[src/rtl/regfile_mp_pkg.sv]
// regfile_mp_pkg: shared state encoding, default sizes and bus-width helpers for the register file
package regfile_mp_pkg;
  typedef enum logic {CLEAR = 1'b0, READY = 1'b1} rf_state_e;
  localparam int DEF_DATA_W = 32;
  localparam int DEF_ADDR_W = 5;
  localparam int DEF_NRD = 2;
  function automatic int rbus_w(input int nrd, input int data_w);
    return nrd * data_w;
  endfunction
  function automatic int abus_w(input int nrd, input int addr_w);
    return nrd * addr_w;
  endfunction
endpackage

[src/rtl/regfile_mp_if.sv]
// regfile_mp_if: register file bus (clear request, write port, NRD packed read ports, status)
// master drives clr/wr_*/rd_en/rd_addr and observes wr_drop/rd_data/busy; slave is the register file
interface regfile_mp_if
  import regfile_mp_pkg::*;
#(
  parameter int DATA_W = DEF_DATA_W,
  parameter int ADDR_W = DEF_ADDR_W,
  parameter int NRD = DEF_NRD
);
  logic clr;
  logic wr_en;
  logic [ADDR_W-1:0] wr_addr;
  logic [DATA_W-1:0] wr_data;
  logic wr_drop;
  logic [NRD-1:0] rd_en;
  logic [abus_w(NRD, ADDR_W)-1:0] rd_addr;
  logic [rbus_w(NRD, DATA_W)-1:0] rd_data;
  logic busy;
  modport master (output clr, wr_en, wr_addr, wr_data, rd_en, rd_addr, input wr_drop, rd_data, busy);
  modport slave (input clr, wr_en, wr_addr, wr_data, rd_en, rd_addr, output wr_drop, rd_data, busy);
endinterface

[src/rtl/regfile_clr_fsm.sv]
// regfile_clr_fsm: CLEAR/READY sequencer that sweeps zeroes through the array and flags dropped writes
// ports: clk_i, rst_ni (async low), clr_i, wr_en_i in; busy_o, wr_drop_o, clr_we_o, clr_addr_o out
module regfile_clr_fsm
  import regfile_mp_pkg::*;
#(
  parameter int ADDR_W = DEF_ADDR_W
) (
  input  logic              clk_i,
  input  logic              rst_ni,
  input  logic              clr_i,
  input  logic              wr_en_i,
  output logic              busy_o,
  output logic              wr_drop_o,
  output logic              clr_we_o,
  output logic [ADDR_W-1:0] clr_addr_o
);
  rf_state_e state_q, state_d;
  logic [ADDR_W-1:0] cnt_q, cnt_d;
  logic drop_q, drop_d;
  always_ff @(posedge clk_i or negedge rst_ni) begin
    if (!rst_ni) begin
      state_q <= CLEAR;
      cnt_q <= '0;
      drop_q <= 1'b0;
    end else begin
      state_q <= state_d;
      cnt_q <= cnt_d;
      drop_q <= drop_d;
    end
  end
  // clr has priority so a request on the final sweep cycle still restarts the sweep
  always_comb begin
    state_d = clr_i ? CLEAR : (state_q == CLEAR && cnt_q == '1) ? READY : state_q;
    cnt_d = clr_i ? '0 : (state_q == CLEAR) ? cnt_q + 1'b1 : cnt_q;
    drop_d = (state_q == CLEAR) && wr_en_i;
  end
  always_comb begin
    busy_o = state_q == CLEAR;
    clr_we_o = state_q == CLEAR;
    clr_addr_o = cnt_q;
    wr_drop_o = drop_q;
  end
endmodule

[src/rtl/regfile_mp.sv]
// regfile_mp: 1-write / NRD-read register file with registered reads, write-first bypass and zero-clear sweep
// ports: clk, rst_n (async low), bus (regfile_mp_if.slave: clr, wr_*, rd_en, rd_addr in; wr_drop, rd_data, busy out)
module regfile_mp
  import regfile_mp_pkg::*;
#(
  parameter int DATA_W = DEF_DATA_W,
  parameter int ADDR_W = DEF_ADDR_W,
  parameter int NRD = DEF_NRD,
  parameter bit ZERO_REG = 1'b1
) (
  input logic clk,
  input logic rst_n,
  regfile_mp_if.slave bus
);
  localparam int DEPTH = 1 << ADDR_W;
  logic [DATA_W-1:0] mem [DEPTH];
  logic busy, clr_we;
  logic [ADDR_W-1:0] clr_addr, rd_a;
  logic wr_ok;
  logic [rbus_w(NRD, DATA_W)-1:0] rd_q, rd_d;
  regfile_clr_fsm #(.ADDR_W(ADDR_W)) u_fsm (
    .clk_i(clk),
    .rst_ni(rst_n),
    .clr_i(bus.clr),
    .wr_en_i(bus.wr_en),
    .busy_o(busy),
    .wr_drop_o(bus.wr_drop),
    .clr_we_o(clr_we),
    .clr_addr_o(clr_addr)
  );
  assign wr_ok = bus.wr_en && !busy && !(ZERO_REG && bus.wr_addr == '0);
  always_ff @(posedge clk) begin
    if (clr_we) mem[clr_addr] <= '0;
    else if (wr_ok) mem[bus.wr_addr] <= bus.wr_data;
  end
  // wr_ok already excludes busy and the hardwired zero register, so it also gates the bypass
  always_comb begin
    rd_d = rd_q;
    rd_a = '0;
    for (int p = 0; p < NRD; p++) begin
      rd_a = bus.rd_addr[p*ADDR_W +: ADDR_W];
      if (bus.rd_en[p])
        rd_d[p*DATA_W +: DATA_W] = (busy || (ZERO_REG && rd_a == '0)) ? '0 :
                                   (wr_ok && rd_a == bus.wr_addr) ? bus.wr_data : mem[rd_a];
    end
  end
  always_ff @(posedge clk or negedge rst_n) begin
    if (!rst_n) rd_q <= '0;
    else rd_q <= rd_d;
  end
  assign bus.rd_data = rd_q;
  assign bus.busy = busy;
endmodule

[src/flat_wrapper.sv]
// flat-port wrapper written by rule: the top's interface ports become plain ports
module regfile_mp_flat import regfile_mp_pkg::*;
#(
  parameter int DATA_W = DEF_DATA_W,
  parameter int ADDR_W = DEF_ADDR_W,
  parameter int NRD = DEF_NRD,
  parameter bit ZERO_REG = 1'b1
)
  (clk, rst_n, bus_clr, bus_wr_en, bus_wr_addr, bus_wr_data, bus_rd_en, bus_rd_addr, bus_wr_drop, bus_rd_data, bus_busy);
  regfile_mp_if #(.DATA_W(DATA_W), .ADDR_W(ADDR_W), .NRD(NRD)) bus_i ();
  input logic clk;
  input logic rst_n;
  input wire logic [$bits(bus_i.clr)-1:0] bus_clr;
  input wire logic [$bits(bus_i.wr_en)-1:0] bus_wr_en;
  input wire logic [$bits(bus_i.wr_addr)-1:0] bus_wr_addr;
  input wire logic [$bits(bus_i.wr_data)-1:0] bus_wr_data;
  input wire logic [$bits(bus_i.rd_en)-1:0] bus_rd_en;
  input wire logic [$bits(bus_i.rd_addr)-1:0] bus_rd_addr;
  output wire logic [$bits(bus_i.wr_drop)-1:0] bus_wr_drop;
  output wire logic [$bits(bus_i.rd_data)-1:0] bus_rd_data;
  output wire logic [$bits(bus_i.busy)-1:0] bus_busy;
  assign bus_i.clr = bus_clr;
  assign bus_i.wr_en = bus_wr_en;
  assign bus_i.wr_addr = bus_wr_addr;
  assign bus_i.wr_data = bus_wr_data;
  assign bus_i.rd_en = bus_rd_en;
  assign bus_i.rd_addr = bus_rd_addr;
  assign bus_wr_drop = bus_i.wr_drop;
  assign bus_rd_data = bus_i.rd_data;
  assign bus_busy = bus_i.busy;
  regfile_mp #(.DATA_W(DATA_W), .ADDR_W(ADDR_W), .NRD(NRD), .ZERO_REG(ZERO_REG)) u_core (.clk(clk), .rst_n(rst_n), .bus(bus_i));
endmodule
[config.mk]
export PLATFORM = sky130hd
export DESIGN_NAME = regfile_mp_flat
export DESIGN_NICKNAME = d
export VERILOG_FILES = /design/src/rtl/regfile_mp_pkg.sv /design/src/rtl/regfile_mp_if.sv /design/src/rtl/regfile_clr_fsm.sv /design/src/rtl/regfile_mp.sv /design/src/flat_wrapper.sv
export SDC_FILE = /design/constraint.sdc
export NUM_CORES = 1
export LEC_CHECK = 0
export ABC_CLOCK_PERIOD_IN_PS = 4350
export CAP_MARGIN = 15
export CORE_UTILIZATION = 25
export CTS_CLUSTER_DIAMETER = 60
export CTS_CLUSTER_SIZE = 8
export DETAILED_ROUTE_END_ITERATION = 10
export GPL_TIMING_DRIVEN = 0
export HOLD_SLACK_MARGIN = 0.06
export MAX_ROUTING_LAYER = met4
export SYNTH_ARGS = -nofsm -noshare
export SYNTH_HDL_FRONTEND = slang
export SYNTH_SLANG_ARGS = --single-unit
[constraint.sdc]
create_clock -name clk -period 4.35 [get_ports clk]
set_input_delay 0.87 -clock clk [delete_from_list [all_inputs] [get_ports clk]]
set_output_delay 0.87 -clock clk [all_outputs]
set_load 0.005 [all_outputs]
Word level (Yosys, flattened, before mapping)
Memory sizes are Yosys's and may differ from the RTL's.
Index checks and enable logic that the tools add are counted.
{"block": "op_classes", "addsub": 1, "eq_ne": 4, "n_mux": 15, "bitwise": 1, "reduce_logical": 14}
{"cell": "2-to-1 mux 32 bit", "count": 5}
{"cell": "OR reduction 32 bit", "count": 1}
{"cell": "zero test 5 bit", "count": 3}
{"cell": "2-to-1 mux 5 bit", "count": 3}
{"cell": "equality test 5 bit", "count": 2}
{"cell": "2-to-1 mux 1 bit", "count": 7}
{"cell": "logical AND 1 bit", "count": 6}
{"cell": "adder 5 x 1 -> 5 bit, second input constant", "count": 1}
{"cell": "equality test 5 bit, second input constant", "count": 1}
{"cell": "logical OR 1 bit", "count": 2}
{"cell": "!= test 2 bit, second input constant", "count": 1}
{"cell": "nonzero test 2 bit", "count": 1}
{"cell": "zero test 1 bit", "count": 1}
{"cell": "inverter 1 bit", "count": 1}
{"block": "word_totals", "ff_bits": 71, "mem_bits_rw": 1024, "output_inout_bits": 66, "wordCells": 41, "n_memories": 1}
{"memory": "u_core.mem", "depth": 32, "word_bits": 32, "rd": 2, "rd_clocked_by_memory_dff": 0, "wr": 1, "line_no": "regfile_mp.sv:16", "rtl": "logic [DATA_W-1:0] mem [DEPTH];"}

Logic depth before layout (Yosys ltp)
Gate-level depths: netlist (run 1).
{"block": "logic_depth", "ltp_word": 8, "depth_mapped": 9}

Cells and area by module
Synthesis (run 1) repeated with hierarchy kept, for this count alone.
{"block": "unflattened", "hier_cells": 2668, "area_unflattened_um2": 50347.0}
{"mod": "regfile_mp", "n_inst": 1, "cells_each": 2640, "area_each_um2": 50006.7, "seq_area_each_um2": 32351.0}
{"mod": "regfile_clr_fsm", "n_inst": 1, "cells_each": 28, "area_each_um2": 340.3, "seq_area_each_um2": 175.2}

Least setup slack after synthesis (run 1)
OpenSTA, ideal clock, no wires.
{"block": "synth_path", "kind": "input port to flip-flop", "start": "input port bus_wr_addr[1]", "end": "memory u_core.mem[0][0] in the netlist's numbering (enable)", "setup_time_ns": 0.421, "arrival_ns": 3.515, "required_time_ns": 3.929, "slack_ns": 0.414, "path_stages": 6, "cell_sequence": "buf_2 -> nor3_1 -> a21o_1 -> mux2i_1 -> nand2_1 -> nor2_1"}
{"block": "synth_between", "elab_chain_len": 8}
{"item": "start, declared", "line_no": "flat_wrapper.sv:15", "rtl": "input wire logic [$bits(bus_i.wr_addr)-1:0] bus_wr_addr;"}
{"item": "zero test 5 bit", "line_no": "regfile_mp.sv:31", "rtl": "assign wr_ok = bus.wr_en && !busy && !(ZERO_REG && bus.wr_addr == '0);"}
{"item": "zero test 1 bit", "line_no": "regfile_mp.sv:31"}
{"item": "logical AND 1 bit", "line_no": "regfile_mp.sv:31"}
{"item": "2-to-1 mux 1 bit", "line_no": "regfile_mp.sv:34", "rtl": "else if (wr_ok) mem[bus.wr_addr] <= bus.wr_data;"}
{"item": "2-to-1 mux 1 bit", "line_no": "regfile_mp.sv:33", "rtl": "if (clr_we) mem[clr_addr] <= '0;"}
{"item": "2-to-1 mux 1 bit (implied by the code)", "line_no": "regfile_mp.sv:34"}
{"item": "OR reduction 32 bit (no source line)"}
{"item": "2-to-1 mux 5 bit (no source line) or 2-to-1 mux 1 bit (tied branches)"}
{"item": "end, declared", "line_no": "regfile_mp.sv:16"}
Parallel ways exist; a longest one is shown, timed or not.

Final worst setup path (run 1)
{"block": "layout_path", "start": "input port bus_wr_addr[4]", "end": "memory u_core.mem[8][17] in the netlist's numbering (enable)"}
The elaborated chain is that of the path after synthesis.

==> impl_metrics.yaml, run 1 <==
status:
  run_status: "finished, violations left"
  violations: "DRC, setup timing"
global_route:
  antenna_found_initial: 5
  grt_remaining_overflow: 0
  first_global_vias: 32200
  grt_pass1_wl_um: 247000
  grt_usage_pct: 17.6
  grt_max_degree: 64
critical_path:
  cp_max_fo: 18
  reg2reg_to: "u_core.mem[8][17]"
  r2r_start: "u_core.u_fsm.state_q"
  required_ns: 4.79
  rrSetupSlack_ns: 0.24
  start_kind: "primary input"
  reg2reg_depth: 7
  cp-end-kind: "flip-flop"
  crit_arrival_ns: 4.87
  timing_worst_setup_path_type: "primary input to flip-flop"
layout:
  drive_above_1_share_pct: 23.7
  utilization_pct: 30.5
  fillers: 19400
  instances_no_fill: 5847
  area_growth_pct: 21.0
  nNetsFinal: 3164
timing:
  post-route-min-period_ns: 4.43
  slew_headroom_pct: 13.7
  period_share_pct: 102
  rsz0062_at_grt: "false"
  fmax_mhz: 226
  fin_skew_ns: 0.0260
  setup_violations: 64
  setup_tns_ns: -2.02
  finalWorstSetupSlack_ns: -0.0780
  slew_violations: 0
  tightest_slew_ns: 1.29
  hold_violations: 0
yosys:
  yosysWarningCount: 0
  syn_area_per_cell_um2: 18.2
  synth.net_count: 2824
  ys_seq_area_share_pct: 64.5
  synth.distinct_cells: 42
  synth-edff-count: 1024
  synth-seq-cells: 1095
  synthesis.area_mm2: 0.0504
  synth.most_common_cell: "edfxtp_1"
  async_flop_share_pct: 6.48
  synth_cells: 2769
  synth_commonest_cells: "edfxtp_1 (1024), mux4_2 (384), mux2i_1 (259), a22oi_1 (192), a21oi_1 (132)"
  synth_top_cell_area_share_pct: 61.0
  synth_top_cell_by_area: "edfxtp_1"
  synthTopCellsByArea: "edfxtp_1 (61%), mux4_2 (17%), mux2i_1 (5.1%)"
  synth_ff_type: "edfxtp_1"
drt:
  first_pass_iters: 9
  wl_um: 178000
  wl_per_cell_um: 30.4
  drt_iter0_markers: 4166
  drc_errors: 2
  vias_per_cell: 5.39
  vias: 31500
  antenna_left: 0
place:
  dp.cells: 5586
  place_ws_ns: -0.688
  gp_congestion: 0.909
  dp_hpwl_um: 127000
  io_buffers: 110
floorplan:
  dieArea_mm2: 0.204
  io_pins: 119
  initial_core_util_pct: 25.2
  coreArea_mm2: 0.200
  die_h_um: 451
  die_x_um: 451
  rows: 164
clocking:
  numCtsBuffers: 155
  tritoncts: "built"
  cts-htree-levels: 4
  clock_latency_ns: 0.76
  clock-sinks: 1095
  cts_buffer_depth: 3
  clk_pin_slew_worst_paths_ns: 0.05
  cts_root_buffer: "clkbuf_16"
pwr:
  ir_drop_mv: 0.299
  power_density_mw_per_mm2: 399
  p_leak_uw: 0.0191
hold_path:
  hold_class: "primary input to async pin"
flow_run:
  cap_violations: 0
state kept, by name (all words and copies together), names as in the netlist:
signal,count
u_core.mem,1024
u_core.u_fsm.state_q,1
u_core.u_fsm.wr_drop_o,1
u_core.u_fsm.clr_addr_o,5
u_core.bus.rd_data,64
cell type report:
class | count | area, um^2 | area share [%]
antenna | 9 | 22.5 | 0.0369
sequential | 1095 | 32500 | 53.3
clock inverter | 14 | 194 | 0.318
buffer | 226 | 1070 | 1.75
inverter | 5 | 18.8 | 0.0308
timing repair buffer | 183 | 2580 | 4.24
multi-input combinational | 1443 | 17100 | 28.0
tap | 2656 | 3320 | 5.45
clock buffer | 216 | 4170 | 6.84
metal layers:
layer / global-route usage [%] / wire length (um) / vias up
li1: - / - / 12600
met1: 19.6 / 62600 / 16600
met2: 29.0 / 88500 / 1841
met3: 3.48 / 14400 / 472
met4: 11.2 / 12400 / 0
met5: - / 0 / -
cells in the final DEF (no fill, tap or decap), types with 24 or more instances in the layout:
master	netlist	final
a2111o_1	64	64
a21oi_1	132	130
a221oi_1	128	128
a22oi_1	192	192
and2_1	37	37
buf_12	0	24
buf_2	47	47
buf_4	33	34
buf_8	0	26
clkbuf_1	123	180
clkbuf_16	0	158
clkdlybuf4s50_1	0	109
dfrtp_1	71	71
edfxtp_1	1024	1024
mux2i_1	259	259
mux4_2	384	384
nor2_4	0	32
nor2b_1	72	72
o21ai_0	66	66
worst max-delay path: stages:
cell and delay [ns]:
clkdlybuf4s50_1 0.68, nor3_1 0.16, a21oi_1 0.94, clkbuf_1 0.63, a21oi_2 0.43, nor2_4 0.85, buf_16 0.24
kinds of logic (layout without fill, tap and decap cells):
kind of cell               count (synthesis)  in the layout  synth area share [%]
xor gates and xnor gates                  13             13                 0.226
buffers and inverters                    231            644                  2.15
DFF                                     1095           1095                  64.5
adders and majority gates                  2              2                0.0496
and+or+nand+nor                          188            188                  2.01
other                                      0              9                     0
AOI/OAI and AO/OA                        596            596                  8.75
muxes                                    644            644                  22.3
per-stage QoR:
step | power (uW) | area, um^2 | hold slack, ns
after floorplan | 12700 | 50400 | 0.535
after global placement | 13400 | 54800 | 0.596
after detailed placement | 13400 | 56200 | 0.614
after CTS | 24400 | 60600 | 0.530
after global routing | 24900 | 61000 | 0.540
final | 24300 | 61000 | 0.559
repair_timing:
item / CTS / global route
setup endpoints to repair: 0 / 13
hold endpoints to repair: 8 / 0
buffers inserted: 0 / 0
resized for setup: 0 / 4
hold buffers: 1 / 0
report_power, final:
part | switching (uW) | leakage, uW | internal [uW]
Sequential | 50.0 | 0.00941 | 11500
Combinational | 1030 | 0.00756 | 649
Clock | 4510 | 0.00210 | 6600
how the worst max path moves through the flow:
stage                         startpoint  cells after the start  slack [ns]            endpoint
after floorplan           bus_wr_addr[1]                      6        0.41    u_core.mem[0][0]
after global placement    bus_wr_addr[4]                      7       -3.17  u_core.mem[18][11]
after detailed placement  bus_wr_addr[4]                      8       -0.69   u_core.mem[0][12]
after CTS                 bus_wr_addr[4]                      7        0.11   u_core.mem[8][19]
after global routing      bus_wr_addr[4]                      8        0.03   u_core.mem[0][12]
final                     bus_wr_addr[4]                      7       -0.08   u_core.mem[8][17]
Note: power is estimated with default switching activity, not from simulation.
==> run 2, diff against run 1 <==
ABC_CLOCK_PERIOD_IN_PS = 5160   (was 4350)
clock period = 5.16 ns   (was 4.35 ns; I/O delays follow)
==> impl_metrics.yaml, run 2 (synthesis gave the netlist of run 1 again) <==
critical_path:
  cp_top_family: "buffers and inverters"
  reg2reg_depth: 7
  cp_max_fo: 10
  timing_worst_setup_path_type: "primary input to flip-flop"
  crit_arrival_ns: 5.18
  required_ns: 5.78
  critPathMaxStageDelay_ns: 0.99
  cp.depth: 8
  cp-end-kind: "flip-flop"
  start_kind: "primary input"
  slowest_stage: "o31ai_2"
  cp_num_buf_inv: 3
  cp_cell_sequence: "clkdlybuf4s50_1 > clkbuf_1 > xnor2_1 > nand2_1 > o31ai_2 > clkbuf_1 > a21oi_1 > a2111o_1"
  crit_top_cell: "clkbuf_1"
pwr:
  ir_drop_mv: 0.254
  power_density_mw_per_mm2: 337
  p_leak_uw: 0.0191
layout:
  largest-register: "u_core.mem"
  final_area_mm2: 0.0610
  instances_no_fill: 5845
  layout_common_cells: "edfxtp_1 (1024), mux4_2 (384), mux2i_1 (259)"
  final_common_cell: "edfxtp_1"
  largest_reg_flops: 1024
  utilization_pct: 30.5
  drive_above_1_share_pct: 23.7
  nNetsFinal: 3163
  area_growth_pct: 20.9
global_route:
  grt_max_degree: 64
  antenna_found_initial: 6
  grt_remaining_overflow: 0
  grt_pass1_wl_um: 247000
  grt_usage_pct: 17.6
  first_global_vias: 32200
floorplan:
  die_x_um: 451
  dieArea_mm2: 0.204
  rows: 164
  initial_core_util_pct: 25.2
  io_pins: 119
  coreArea_mm2: 0.200
  die_h_um: 451
clocking:
  postCtsHoldBufs: 0
  cts_buffer_depth: 3
  clk_pin_slew_worst_paths_ns: 0.05
  clock_latency_ns: 0.76
  cts_root_buffer: "clkbuf_16"
  postCtsSetupBuffers: 0
  numCtsBuffers: 155
  cts_resized: 0
  cts-htree-levels: 4
  tritoncts: "built"
  clock-sinks: 1095
place:
  io_buffers: 110
  placed_cell_area_mm2: 0.0562
  dp.cells: 5586
  dp_hpwl_um: 127000
  gp_congestion: 0.909
drt:
  antenna_left: 0
  wl_per_cell_um: 30.4
  drt_iter0_markers: 4144
  vias: 31600
  wl_um: 178000
  first_pass_iters: 6
  drc_errors: 0
  vias_per_cell: 5.41
timing:
  fin_skew_ns: 0.0229
  setup_violations: 0
  fmax_mhz: 220
  post-route-min-period_ns: 4.55
  slew_headroom_pct: 12.5
  rsz0062_at_grt: "false"
  setup_tns_ns: 0
  slew_violations: 0
  period_share_pct: 88.3
  holdWs_ns: 0.114
  hold_violations: 0
  tightest_slew_ns: 1.31
hold_path:
  hold_class: "primary input to async pin"
status:
  run_status: "finished, final reports clean"
flow_run:
  cap_violations: 0
[run 2: cell types whose count changed in the layout (fill, tap and decap cells not counted), sizes merged]
cell / delta
dlygate4sd3: -1
clkdlybuf4s15: -1
clkbuf: +1
diode: -1
[run 2: per-stage QoR]
step / setup WS [ns] / total power (uW)
6_report: 0.606 / 20500
5_1_grt: 0.533 / 21000
4_1_cts: 0.756 / 20600
3_5_place_dp: -0.0402 / 11300
3_3_place_gp: -2.52 / 11300
2_1_floorplan: 1.06 / 10700
[run 2: final cells by class]
cell class | count | area [um^2]
diodes | 8 | 20.0
clock buffers | 216 | 4170
repair buffers | 182 | 2570
plain buffers | 226 | 1060
multi-input cells | 1443 | 17100
well taps | 2656 | 3320
clock inverters | 14 | 194
inverters | 5 | 18.8
flip-flops and latches | 1095 | 32500
fillers | 19400 | 139000
[run 2: final timing paths]
| path | from | endpoint | slack (ns) |
|---|---|---|---|
| min in group clk | u_core.bus.rd_data[60] | u_core.bus.rd_data[60] | 0.63 |
| max reg2reg | u_core.u_fsm.state_q | u_core.mem[8][17] | 1.12 |
| max in group asynchronous | rst_n | u_core.u_fsm.clr_addr_o[0] | 4.44 |
| min | rst_n | u_core.bus.rd_data[51] | 0.11 |
| min reg2reg | u_core.bus.rd_data[60] | u_core.bus.rd_data[60] | 0.63 |
| max | bus_rd_addr[4] | u_core.bus.rd_data[23] | 0.61 |
[run 2: power breakdown]
group	internal [uW]	switching (uW)
logic	546	870
registers	9700	41.7
clock network	5560	3810
total	15800	4720
[run 2: metal layers]
layer	vias to the layer above	wire (um)	track usage (%)
li1	12600	-	-
met1	16700	62700	19.6
met2	1846	88100	29.0
met3	508	14400	3.49
met4	0	12600	11.2
met5	-	0	-
[run 2: worst register-to-register path, delay by kind of cell (launching register included)]
| kind | cells | cell delay (ns) |
|---|---|---|
| buffers and inverters | 3 | 1.07 |
| flip-flops | 1 | 0.33 |
| AND/OR/NAND/NOR | 2 | 0.99 |
| AO/OA/AOI/OAI | 2 | 1.34 |
